**config.mk**
```make
export PLATFORM = sky130hd
export DESIGN_NAME = regfile_wb_arbiter_flat
export DESIGN_NICKNAME = d
export VERILOG_FILES = /design/src/rtl/risc_pkg.sv /design/src/rtl/regfile_wb_arbiter_if.sv /design/src/rtl/wb_fair_sel.sv /design/src/rtl/regfile_wb_arbiter.sv /design/src/flat_wrapper.sv
export SDC_FILE = /design/constraint.sdc
export NUM_CORES = 1
export LEC_CHECK = 0
export BUFFER_PORTS_ARGS = -buffer_cell sky130_fd_sc_hd__clkbuf_2
export CAP_MARGIN = 15
export CELL_PAD_IN_SITES_DETAIL_PLACEMENT = 0
export CELL_PAD_IN_SITES_GLOBAL_PLACEMENT = 1
export CORE_ASPECT_RATIO = 1.25
export CORE_MARGIN = 2
export CORE_UTILIZATION = 36
export DETAILED_ROUTE_END_ITERATION = 8
export PLACE_DENSITY_LB_ADDON = 0.25
export SLEW_MARGIN = 10
export SYNTH_ARGS = -nofsm -noshare
export SYNTH_HDL_FRONTEND = slang
export SYNTH_SLANG_ARGS = --single-unit
```
**constraint.sdc**
```tcl
create_clock -name clk -period 4.1 [get_ports clk]
set_input_delay 0.205 -clock clk [delete_from_list [all_inputs] [get_ports clk]]
set_output_delay 0.205 -clock clk [all_outputs]
set_load 0.02 [all_outputs]
```
**src/rtl/risc_pkg.sv**
```systemverilog
// Shared constants, FSM state type and decode helper for the register-bank
// write-back arbiter.
package risc_pkg;

   localparam int WORD_W     = 16;
   localparam int NUM_REGS   = 8;
   localparam int ADDR_W     = $clog2(NUM_REGS);
   localparam int MEM_STREAK = 3;
   localparam bit ZERO_R0    = 1'b1;

   typedef enum logic [0:0] {
      INIT = 1'b0,
      RUN  = 1'b1
   } state_e;

   // Register index to one-hot file_reg enable vector.
   function automatic logic [NUM_REGS-1:0] onehot(input logic [ADDR_W-1:0] idx);
      logic [NUM_REGS-1:0] v;
      v      = '0;
      v[idx] = 1'b1;
      return v;
   endfunction

endpackage

```
**src/rtl/regfile_wb_arbiter_if.sv**
```systemverilog
// Write-back bus between the two requesters and the arbiter, plus the
// enable/data path towards the file_reg bank.
interface regfile_wb_arbiter_if;
   import risc_pkg::*;

   logic                alu_valid;
   logic [ADDR_W-1:0]   alu_addr;
   logic [WORD_W-1:0]   alu_data;
   logic                alu_ready;
   logic                mem_valid;
   logic [ADDR_W-1:0]   mem_addr;
   logic [WORD_W-1:0]   mem_data;
   logic                mem_ready;
   logic [NUM_REGS-1:0] reg_en;
   logic [WORD_W-1:0]   reg_d;
   logic                busy;

   modport slave (
      input  alu_valid, alu_addr, alu_data,
      input  mem_valid, mem_addr, mem_data,
      output alu_ready, mem_ready, reg_en, reg_d, busy
   );

   modport master (
      output alu_valid, alu_addr, alu_data,
      output mem_valid, mem_addr, mem_data,
      input  alu_ready, mem_ready, reg_en, reg_d, busy
   );

endinterface

```
**src/rtl/wb_fair_sel.sv**
```systemverilog
// Grant selection between ALU and MEM write-back requests. MEM normally wins
// contention; after STREAK_MAX consecutive contended MEM grants the ALU is
// given the next contended slot so it cannot starve.
module wb_fair_sel
   import risc_pkg::*;
#(
   parameter int STREAK_MAX = MEM_STREAK
) (
   input  logic clk,
   input  logic reset,
   input  logic i_en,
   input  logic i_alu_valid,
   input  logic i_mem_valid,
   output logic o_alu_grant,
   output logic o_mem_grant
);

   localparam int            SW    = $clog2(STREAK_MAX + 1);
   localparam logic [SW-1:0] W_MAX = SW'(STREAK_MAX);

   logic [SW-1:0] r_streak;
   logic [SW-1:0] w_streak_nxt;

   // Same-cycle grant decision and next streak value.
   always_comb begin
      o_alu_grant  = 1'b0;
      o_mem_grant  = 1'b0;
      w_streak_nxt = '0;
      if (!i_en) begin
         w_streak_nxt = '0;
      end else if (i_alu_valid && i_mem_valid) begin
         if (r_streak == W_MAX) begin
            o_alu_grant  = 1'b1;
            w_streak_nxt = '0;
         end else begin
            o_mem_grant  = 1'b1;
            w_streak_nxt = (r_streak < W_MAX) ? (r_streak + SW'(1)) : W_MAX;
         end
      end else if (i_alu_valid) begin
         o_alu_grant = 1'b1;
      end else if (i_mem_valid) begin
         o_mem_grant = 1'b1;
      end else begin
         w_streak_nxt = '0;
      end
   end

   // Contended-MEM streak register.
   always_ff @(posedge clk) begin
      if (reset) begin
         r_streak <= '0;
      end else begin
         r_streak <= w_streak_nxt;
      end
   end

endmodule

```
**src/rtl/regfile_wb_arbiter.sv**
```systemverilog
// Write-back controller for the register bank: zero-sweeps every register
// after reset, then arbitrates ALU/MEM write-backs onto the single registered
// enable/data path feeding the file_reg instances.
module regfile_wb_arbiter
   import risc_pkg::*;
(
   input logic                 clk,
   input logic                 reset,
   regfile_wb_arbiter_if.slave bus
);

   state_e              r_state;
   state_e              w_state_nxt;
   logic [ADDR_W-1:0]   r_sweep_idx;
   logic [NUM_REGS-1:0] r_reg_en;
   logic [WORD_W-1:0]   r_reg_d;

   logic                w_run;
   logic                w_sweep_last;
   logic                w_alu_grant;
   logic                w_mem_grant;
   logic                w_alu_xfer;
   logic                w_mem_xfer;
   logic                w_wr_any;
   logic                w_wr_fire;
   logic [ADDR_W-1:0]   w_wr_addr;
   logic [WORD_W-1:0]   w_wr_data;

   assign w_run        = (r_state == RUN);
   assign w_sweep_last = (r_sweep_idx == ADDR_W'(NUM_REGS - 1));

   wb_fair_sel #(
      .STREAK_MAX (MEM_STREAK)
   ) u_fair_sel (
      .clk         (clk),
      .reset       (reset),
      .i_en        (w_run),
      .i_alu_valid (bus.alu_valid),
      .i_mem_valid (bus.mem_valid),
      .o_alu_grant (w_alu_grant),
      .o_mem_grant (w_mem_grant)
   );

   assign w_alu_xfer    = bus.alu_valid & w_alu_grant;
   assign w_mem_xfer    = bus.mem_valid & w_mem_grant;

   assign bus.alu_ready = w_alu_grant;
   assign bus.mem_ready = w_mem_grant;
   assign bus.reg_en    = r_reg_en;
   assign bus.reg_d     = r_reg_d;
   assign bus.busy      = (r_state == INIT);

   // Next-state logic: leave the sweep once the last register has been cleared.
   always_comb begin
      w_state_nxt = r_state;
      case (r_state)
         INIT: begin
            if (w_sweep_last) begin
               w_state_nxt = RUN;
            end else begin
               w_state_nxt = INIT;
            end
         end
         RUN:     w_state_nxt = RUN;
         default: w_state_nxt = INIT;
      endcase
   end

   // Mux the accepted request onto the write path; R0 writes are swallowed.
   always_comb begin
      w_wr_any  = 1'b0;
      w_wr_addr = '0;
      w_wr_data = '0;
      if (w_mem_xfer) begin
         w_wr_any  = 1'b1;
         w_wr_addr = bus.mem_addr;
         w_wr_data = bus.mem_data;
      end else if (w_alu_xfer) begin
         w_wr_any  = 1'b1;
         w_wr_addr = bus.alu_addr;
         w_wr_data = bus.alu_data;
      end else begin
         w_wr_any  = 1'b0;
      end
      w_wr_fire = w_wr_any && !(ZERO_R0 && (w_wr_addr == ADDR_W'(0)));
   end

   // State, sweep counter and the registered enable/data stage to the bank.
   always_ff @(posedge clk) begin
      if (reset) begin
         r_state     <= INIT;
         r_sweep_idx <= '0;
         r_reg_en    <= '0;
         r_reg_d     <= '0;
      end else begin
         r_state <= w_state_nxt;
         case (r_state)
            INIT: begin
               r_reg_en    <= onehot(r_sweep_idx);
               r_reg_d     <= '0;
               r_sweep_idx <= r_sweep_idx + ADDR_W'(1);
            end
            RUN: begin
               if (w_wr_fire) begin
                  r_reg_en <= onehot(w_wr_addr);
                  r_reg_d  <= w_wr_data;
               end else begin
                  r_reg_en <= '0;
               end
            end
            default: begin
               r_reg_en <= '0;
            end
         endcase
      end
   end

endmodule
```
**src/flat_wrapper.sv**
```systemverilog
// flat-port wrapper written by rule: the top's interface ports become plain ports
module regfile_wb_arbiter_flat import risc_pkg::*;
  (clk, reset, bus_alu_valid, bus_alu_addr, bus_alu_data, bus_mem_valid, bus_mem_addr, bus_mem_data, bus_alu_ready, bus_mem_ready, bus_reg_en, bus_reg_d, bus_busy);
  regfile_wb_arbiter_if bus_i ();
  input logic clk;
  input logic reset;
  input wire logic [$bits(bus_i.alu_valid)-1:0] bus_alu_valid;
  input wire logic [$bits(bus_i.alu_addr)-1:0] bus_alu_addr;
  input wire logic [$bits(bus_i.alu_data)-1:0] bus_alu_data;
  input wire logic [$bits(bus_i.mem_valid)-1:0] bus_mem_valid;
  input wire logic [$bits(bus_i.mem_addr)-1:0] bus_mem_addr;
  input wire logic [$bits(bus_i.mem_data)-1:0] bus_mem_data;
  output wire logic [$bits(bus_i.alu_ready)-1:0] bus_alu_ready;
  output wire logic [$bits(bus_i.mem_ready)-1:0] bus_mem_ready;
  output wire logic [$bits(bus_i.reg_en)-1:0] bus_reg_en;
  output wire logic [$bits(bus_i.reg_d)-1:0] bus_reg_d;
  output wire logic [$bits(bus_i.busy)-1:0] bus_busy;
  assign bus_i.alu_valid = bus_alu_valid;
  assign bus_i.alu_addr = bus_alu_addr;
  assign bus_i.alu_data = bus_alu_data;
  assign bus_i.mem_valid = bus_mem_valid;
  assign bus_i.mem_addr = bus_mem_addr;
  assign bus_i.mem_data = bus_mem_data;
  assign bus_alu_ready = bus_i.alu_ready;
  assign bus_mem_ready = bus_i.mem_ready;
  assign bus_reg_en = bus_i.reg_en;
  assign bus_reg_d = bus_i.reg_d;
  assign bus_busy = bus_i.busy;
  regfile_wb_arbiter u_core (.clk(clk), .reset(reset), .bus(bus_i));
endmodule
```
======== Word level (Yosys, flattened, before mapping) ========
Index checks and enable logic that the tools add are counted.
Widths: inputs -> output; s select.
operators by class
  bitwise gates (word level) .............. 4
  multiplexer cells ....................... 26
  eq/ne operators ......................... 3
  magnitude comparators ................... 5
  reductions and logical operators ........ 7
  div/mod/pow operators ................... 0
  add/sub/neg operators ................... 2
  shift operators ......................... 0
  $mul .................................... 0
operators with widths
  cell                 number
  $mux 16              3
  $pmux 16 s2          1
  $pmux 8 s2           1
  $mux 1               14
  $lt 3x4->1 const B   2
  $mux 8               1
  $demux 1 s3          2
  $ge 3x1->1 const B   2
  $mux 3               2
  $logic_and 1x1->1    4
  $reduce_or 4->1      1
  $add 3x1->3 const B  1
  $eq 3x3->1 const B   1
  $logic_not 3->1      1
  $add 2x1->2 const B  1
  $and 1x1->1          2
  $eq 2x2->1 const B   1
  $lt 2x2->1 const B   1
  $mux 2               1
  $ne 2x2->1 const B   1
  $not 1->1            2
  $pmux 1 s2           1
  $logic_not 1->1      1
storage, ports and cells
  ROM bits ................................ 0
  input bits .............................. 42
  output and inout bits ................... 27
  memories ................................ 0
  bits in latches ......................... 0
  bits in registers ....................... 30
  bits in writable memories ............... 0

======== Longest topological paths before layout ========
Gate-level depths: netlist (run 1).
  depth in word-level cells ............... 13
  depth in mapped cells ................... 7
  depth with buffers taken out ............ 4

======== By module ========
A second synthesis (run 1) with hierarchy kept.
unflattened totals
  cell total of the unflattened synthesis .. 137
  area, all modules ....................... 1393.8 µm²
modules (own cells, without submodules)
  module              times used  area each (µm²)  cells each
  regfile_wb_arbiter  1           1306.3           126
  wb_fair_sel         1           87.6             11

======== Worst setup path before layout (run 1) ========
No wires, ideal clock.
  kind .................................... reg2reg
  start ................................... register u_core.r_state
  end ..................................... register u_core.r_reg_d[14] (netlist: u_core.bus.reg_d[14])
  arrival ................................. 1.375 ns
  setup slack ............................. 2.640 ns
  stages on the path, launching flop included .. 6
  period minus slack after synthesis ...... 1.460 ns
  path through ............................ dfxtp_1 buf_2 nand2_1 nor2_1 a22oi_1 a211oi_1
between the ends
  word-level cells in the longest chain between the ends .. 8
ends and longest elaborated chain
  what                     line                       text
  from (decl)              regfile_wb_arbiter.sv:12   state_e r_state;
  from (signal assigned)   regfile_wb_arbiter.sv:96   r_state <= w_state_nxt;
  $mux 1 (*)               wb_fair_sel.sv:29          if (!i_en) begin
  named net bus_alu_ready  flat_wrapper.sv:13         output wire logic [$bits(bus_i.alu_ready)-1:0] bus_alu_ready;
  $and 1x1->1 (*)          regfile_wb_arbiter.sv:44   assign w_alu_xfer = bus.alu_valid & w_alu_grant;
  $mux 3                   regfile_wb_arbiter.sv:78   end else if (w_alu_xfer) begin
  $mux 3                   regfile_wb_arbiter.sv:74   if (w_mem_xfer) begin
  $logic_not 3->1          regfile_wb_arbiter.sv:85   w_wr_fire = w_wr_any && !(ZERO_R0 && (w_wr_addr == ADDR_W'(0)));
  $logic_not 1->1          regfile_wb_arbiter.sv:85
  $logic_and 1x1->1        regfile_wb_arbiter.sv:85
  $ne 2x2->1 (no line)     -
  to (signal assigned)     regfile_wb_arbiter.sv:106  r_reg_d <= w_wr_data;
  to (decl)                regfile_wb_arbiter.sv:16   logic [WORD_W-1:0] r_reg_d;
Mark *: on every way through the listed nets, which the timed path passes. The rest lies on a longest branch. The select of a mux whose other input is x is not followed.
A chain may end at the register's enable or synchronous reset.

======== Worst setup path after layout (run 1) ========
  start ................................... register u_core.r_state
  end ..................................... register u_core.r_reg_d[14] (netlist: u_core.bus.reg_d[14])
between the ends
  word-level cells in the longest chain between the ends .. 8
ends and longest elaborated chain
  what                  line
  $mux 1                wb_fair_sel.sv:29
  $and 1x1->1           regfile_wb_arbiter.sv:44
  $mux 3                regfile_wb_arbiter.sv:78
  $mux 3                regfile_wb_arbiter.sv:74
  $logic_not 3->1       regfile_wb_arbiter.sv:85
  $logic_not 1->1       regfile_wb_arbiter.sv:85
  $logic_and 1x1->1     regfile_wb_arbiter.sv:85
  $ne 2x2->1 (no line)  -
Parallel ways exist; a longest one is shown, timed or not. The select of a mux whose other input is x is not followed.

==> impl_metrics.toml, run 1 <==
[run_status]
status = "finished, final reports clean"

[cells_and_area]
fin_nets = 281
drive_gt1_share_pct = 34.5
fin_area_um2 = 1940
fin_util_pct = 47.4
area_growth_pct = 25.9
n_antenna_cell = 0

[pwr]
power_w = 0.000604
p_leak_nw = 0.872
irDropWorstVdd_mv = 0.196
powerDensity_nw_per_um2 = 311

[yosys]
syn_inst = 177
synthArstFlopShare_pct = 0
synth.most_common_cell = "nor3_1"
synth_edf_count = 0
synthTopCellsByArea = "dfxtp_1 (39%), nor3_1 (10%), a221oi_1 (8.5%)"
netlist.area_leader.share_pct = 38.9
synthTopCellsByCount = "nor3_1 (32), dfxtp_1 (30), and3_1 (19), a221oi_1 (15), nor2_1 (11)"
syn_area_per_cell_um2 = 8.72
yosysUniqueCellTypes = 38
synth-seq-cells = 30
seq_area_frac_synth_pct = 38.9
synth-warning-count = 0
netlist_area_um2 = 1540
yosysTopAreaCell = "dfxtp_1"
ys.flop_type = "dfxtp_1"
syn-num-nets = 221

[clocking]
clk_latency_ns = 0.28
cts_resized = 0
postCtsSetupRepairBufs = 0
clk_pin_slew_ns = 0.06
cts_inserted_buffers = 5
cts.path.max_buffers = 2
cts.sinks = 30
cts_tree = "done"
cts_hold_buf = 0
cts_root_buf = "clkbuf_8"
htree_levels = 2

[detailed_routing]
wire_per_inst_um = 14.3
vias_per_cell = 5.30
drc = 0
firstDrtPassIters = 4
drtIter0Drc = 86
drt_wl_total_mm = 4.20
vias = 1558
postRouteAntennaNets = 0

[job]
cap_violations = 0

[timing]
fmax_ghz = 0.457
rsz0062_at_grt = "no"
fin_skew_ns = 0.00252
min_period_ns = 2.19
hold_viol = 0
tns_ns = 0
fin_crit_sh_pct = 53.4
relSlewSlack_pct = 55.8
maxSlewViolCount = 0
worst_pin_slew_ns = 0.664
setup_violations = 0

[die]
die_area_um2 = 4830
initial_core_util_pct = 37.6
chipHeight_um = 77.2
ios = 69
core-area_um2 = 4100
die_w_um = 62.6
row_count = 26

[global_route]
grt_max_degree = 19
grt_overflow = 0
grt_pass1_vias = 1574
antenna_found_initial = 0
grt_use_total_pct = 19.2
grt_pass1_wl_mm = 7.36

[placement]
placedInstanceArea_um2 = 1850
portBuffers = 68
gp_congestion = 0.819
dp_hpwl_mm = 3.10

[critical_path]
crit_arrival_ns = 2.38
required_ns = 4.29
crit_fanout = 18
critical_path_class = "reg2reg"
start_kind = "register"
end_kind = "register"

[min_path]
hp-class = "in2reg"
-- cells by family (layout without fill, tap and decap cells) --
family,after synthesis,count (layout),synth area share [%]
buf+inv,18,79,7.38
compound gates,30,30,15.6
flops,30,30,38.9
simple gates,94,94,34.6
fa+ha+maj,2,2,1.62
xor+xnor,1,1,0.568
mux,2,2,1.30
-- final timing paths --
kind | startpoint | to | slack [ns] | cells past startpoint
min | bus_mem_data[7] | u_core.bus.reg_d[7] | 0.22 | 3
max | u_core.r_state | u_core.bus.reg_d[14] | 1.91 | 4
min reg2reg | u_core.u_fair_sel.r_streak[0] | u_core.u_fair_sel.r_streak[0] | 0.50 | 1
max reg2reg | u_core.r_state | u_core.bus.reg_d[14] | 1.91 | 4
-- where the power goes --
part / switching (W) / internal, W
clock: 0.000109 / 0.000135
sequential: 0.00000581 / 0.000298
combinational: 0.0000297 / 0.0000261
-- sequential cells by signal, summed over array words and instances, names as in the netlist --
register                    cells
u_core.r_sweep_idx              3
u_core.bus.reg_en               8
u_core.bus.reg_d               16
u_core.u_fair_sel.r_streak      2
u_core.r_state                  1
-- per-stage QoR --
stage,std cells,hold slack (ns),setup WS (ns)
4_1_cts,294,0.219,1.90
3_3_place_gp,286,0.479,2.00
5_1_grt,294,0.245,1.62
6_report,294,0.224,1.91
3_5_place_dp,286,0.490,1.91
2_1_floorplan,177,0.373,2.64
-- area by class of cell --
cell class,instances,area (um2)
clock buffers,7,86.3
repair buffers,68,340
well taps,56,70.1
fillers,437,2160
multi-input cells,129,828
clock inverters,1,5.00
inverters,3,11.3
flip-flops and latches,30,601
-- cell usage in the layout, fill, tap and decap left out, types with 3 or more instances in the layout --
cell      synthesis  final
a221oi_1         15     15
inv_1             3      3
nor3_1           32     32
nor4b_1           3      3
nand2_1           5      5
and3_1           19     19
dfxtp_1          30     30
clkbuf_8          0      6
nand3_1           7      7
nor3_2            3      3
clkbuf_2          0     68
o32ai_1           3      3
nor2_1           11     11
-- critical path, stage by stage, from the launching register on --
cell      delay (ns)
dfxtp_1         0.57
and2_1          0.53
and3_1          0.67
nor3_1          0.09
a211oi_1        0.22
-- routing by layer --
layer | vias up | GRT usage, % | routed length, um
met1 | 705 | 22.5 | 1800
li1 | 789 | - | -
met5 | - | 0 | 0
met2 | 56 | 33.2 | 2090
met3 | 8 | 4.84 | 239
met4 | 0 | 7.56 | 73
(Power assumes the default switching activity.)
==> run 2: changes to the inputs <==
--- a/config.mk
+++ b/config.mk
@@ -11,7 +11,7 @@
 export CELL_PAD_IN_SITES_GLOBAL_PLACEMENT = 1
 export CORE_ASPECT_RATIO = 1.25
 export CORE_MARGIN = 2
-export CORE_UTILIZATION = 36
+export CORE_UTILIZATION = 30
 export DETAILED_ROUTE_END_ITERATION = 8
 export PLACE_DENSITY_LB_ADDON = 0.25
 export SLEW_MARGIN = 10
==> constraint.sdc (replaced) <==
create_clock -name clk -period 2 [get_ports clk]
set_input_delay 0.1 -clock clk [delete_from_list [all_inputs] [get_ports clk]]
set_output_delay 0.1 -clock clk [all_outputs]
set_load 0.02 [all_outputs]
==> run 2 against run 1 <==
Routed wire length grew 4.0%. Final cell count rose by 4.8%. First-iteration DRC count rose by 92%. Die area up 19%. Largest cell class unchanged. Total power rose by 110%. Final area is 3.5% higher. Worst setup slack lost 1.5 ns. Register-to-register slack got worse by 1.4 ns. Count of clock-buffer cells in the layout stayed put. Clock power grew 100%.
==> impl_metrics.toml, run 2 (same netlist as run 1, synthesis figures left out) <==
[run_status]
status = "finished, final reports clean"

[critical_path]
required_ns = 1.90
worst_path_max_delay_cell = "nor2_4"
endpoint = "bus_mem_ready"
crit_arrival_ns = 1.53
crit_chain = "and3_1, nor2_4, clkbuf_2"
critical-path-top-delay-family = "simple AND/OR/NAND/NOR gates"
critical_path_class = "reg2out"
start_kind = "register"
crit_buf_inv = 1
r2r_slack_ns = 0.51
path_depth = 3
regToRegStartpoint = "u_core.u_fair_sel.r_streak[0]"
reg2reg_depth = 4
crit_fanout = 17
end_kind = "output port"
cp_slowest_stage_delay_ns = 0.37
crit_start = "u_core.u_fair_sel.r_streak[1]"
timing.rr.end = "u_core.bus.reg_en[2]"

[pwr]
irDropWorstVdd_mv = 0.343
p_leak_nw = 0.912
powerDensity_nw_per_um2 = 616

[cells_and_area]
fill_cells = 544
layout_commonest_cell = "clkbuf_2"
fin_nets = 289
area_growth_pct = 30.3
multi_input_area_um2 = 828
fin_area_um2 = 2010
n_antenna_cell = 0
drive_gt1_share_pct = 36.6
final_cell_count_no_fill = 308
largest_reg_flops = 16
register_area_um2 = 601
most-common-layout-cells = "clkbuf_2 (68), nor3_1 (32), dfxtp_1 (30)"

[timing]
worst_pin_slew_ns = 0.427
relSlewSlack_pct = 71.5
fmax_ghz = 0.615
fin_skew_ns = 0.00383
fin_crit_sh_pct = 81.3
rsz0062_at_grt = "no"
holdWs_ns = 0.113
hold_viol = 0
maxSlewViolCount = 0
min_period_ns = 1.63
setup_violations = 0
setup_ws_ns = 0.375
tns_ns = 0

[detailed_routing]
firstDrtPassIters = 4
postRouteAntennaNets = 0
vias = 1607
drt_wl_total_mm = 4.37
drtIter0Drc = 165
vias_per_cell = 5.22
wire_per_inst_um = 14.2
drc = 0

[global_route]
grt_pass1_vias = 1581
antenna_found_initial = 0
grt_pass1_wl_mm = 7.22
grt_max_degree = 18
grt_use_total_pct = 16.4
grt_overflow = 0

[die]
die_w_um = 68.1
die_area_um2 = 5740
core-area_um2 = 5010
initial_core_util_pct = 30.8
ios = 69
chipHeight_um = 84.2
row_count = 29

[clocking]
htree_levels = 2
clk_latency_ns = 0.28
cts_inserted_buffers = 5
cts.sinks = 30
cts_hold_buf = 0
cts_resized = 0
cts.path.max_buffers = 2
cts_root_buf = "clkbuf_8"
postCtsSetupRepairBufs = 0
clk_pin_slew_ns = 0.06
cts_tree = "done"

[placement]
portBuffers = 68
gp_congestion = 0.832
place_inst = 300
dp_hpwl_mm = 3.28
pre_cts_ws_ns = 0.520
placedInstanceArea_um2 = 1920

[job]
cap_violations = 0

[min_path]
hp-class = "in2reg"
run 2: changes by cell type in the layout (fill, tap and decap cells not counted):
cell,previous run,this run
buf_4,0,8
run 2: through the flow:
| stage | total power (W) | util (%) |
|---|---|---|
| 2_1_floorplan | 0.000686 | - |
| 3_3_place_gp | 0.000755 | 38.3 |
| 3_5_place_dp | 0.000754 | 38.3 |
| 4_1_cts | 0.00126 | 40.1 |
| 5_1_grt | 0.00130 | 40.1 |
| 6_report | 0.00124 | 40.1 |
run 2: power by group:
part           internal, W  switching (W)
clock network     0.000277       0.000221
logic            0.0000554      0.0000626
registers         0.000611      0.0000118
total             0.000943       0.000295
run 2: area by class of cell:
class	count	share of cell area (%)
Multi-Input combinational cell	129	41.2
Clock inverter	1	0.249
Sequential cell	30	29.9
Timing Repair Buffer	76	19.9
Tap cell	62	3.86
Clock buffer	7	4.30
Inverter	3	0.560
run 2: routing by layer:
layer	wire length [um]	up-vias	share of wire (%)	GRT usage, %
li1	-	808	-	-
met5	0	-	0	0
met2	2040	61	47	26.5
met3	282	9	6.5	4.29
met1	1940	729	44	20.1
met4	103	0	2.4	7.09
run 2: worst register-to-register path: stages (launching register included):
cell	delay [ns]
dfxtp_1	0.43
and3_1	0.35
o22ai_1	0.20
or2_1	0.29
o32ai_1	0.14
run 2: worst min path at each step:
stage                               start                             to  cells past startpoint
final                     bus_mem_data[1]            u_core.bus.reg_d[1]                      3
after CTS                 bus_mem_data[1]            u_core.bus.reg_d[1]                      3
after detailed placement  bus_mem_data[1]            u_core.bus.reg_d[1]                      3
after global routing      bus_mem_data[0]            u_core.bus.reg_d[0]                      3
after floorplan             bus_mem_valid  u_core.u_fair_sel.r_streak[0]                      2
after global placement    bus_mem_data[0]            u_core.bus.reg_d[0]                      3
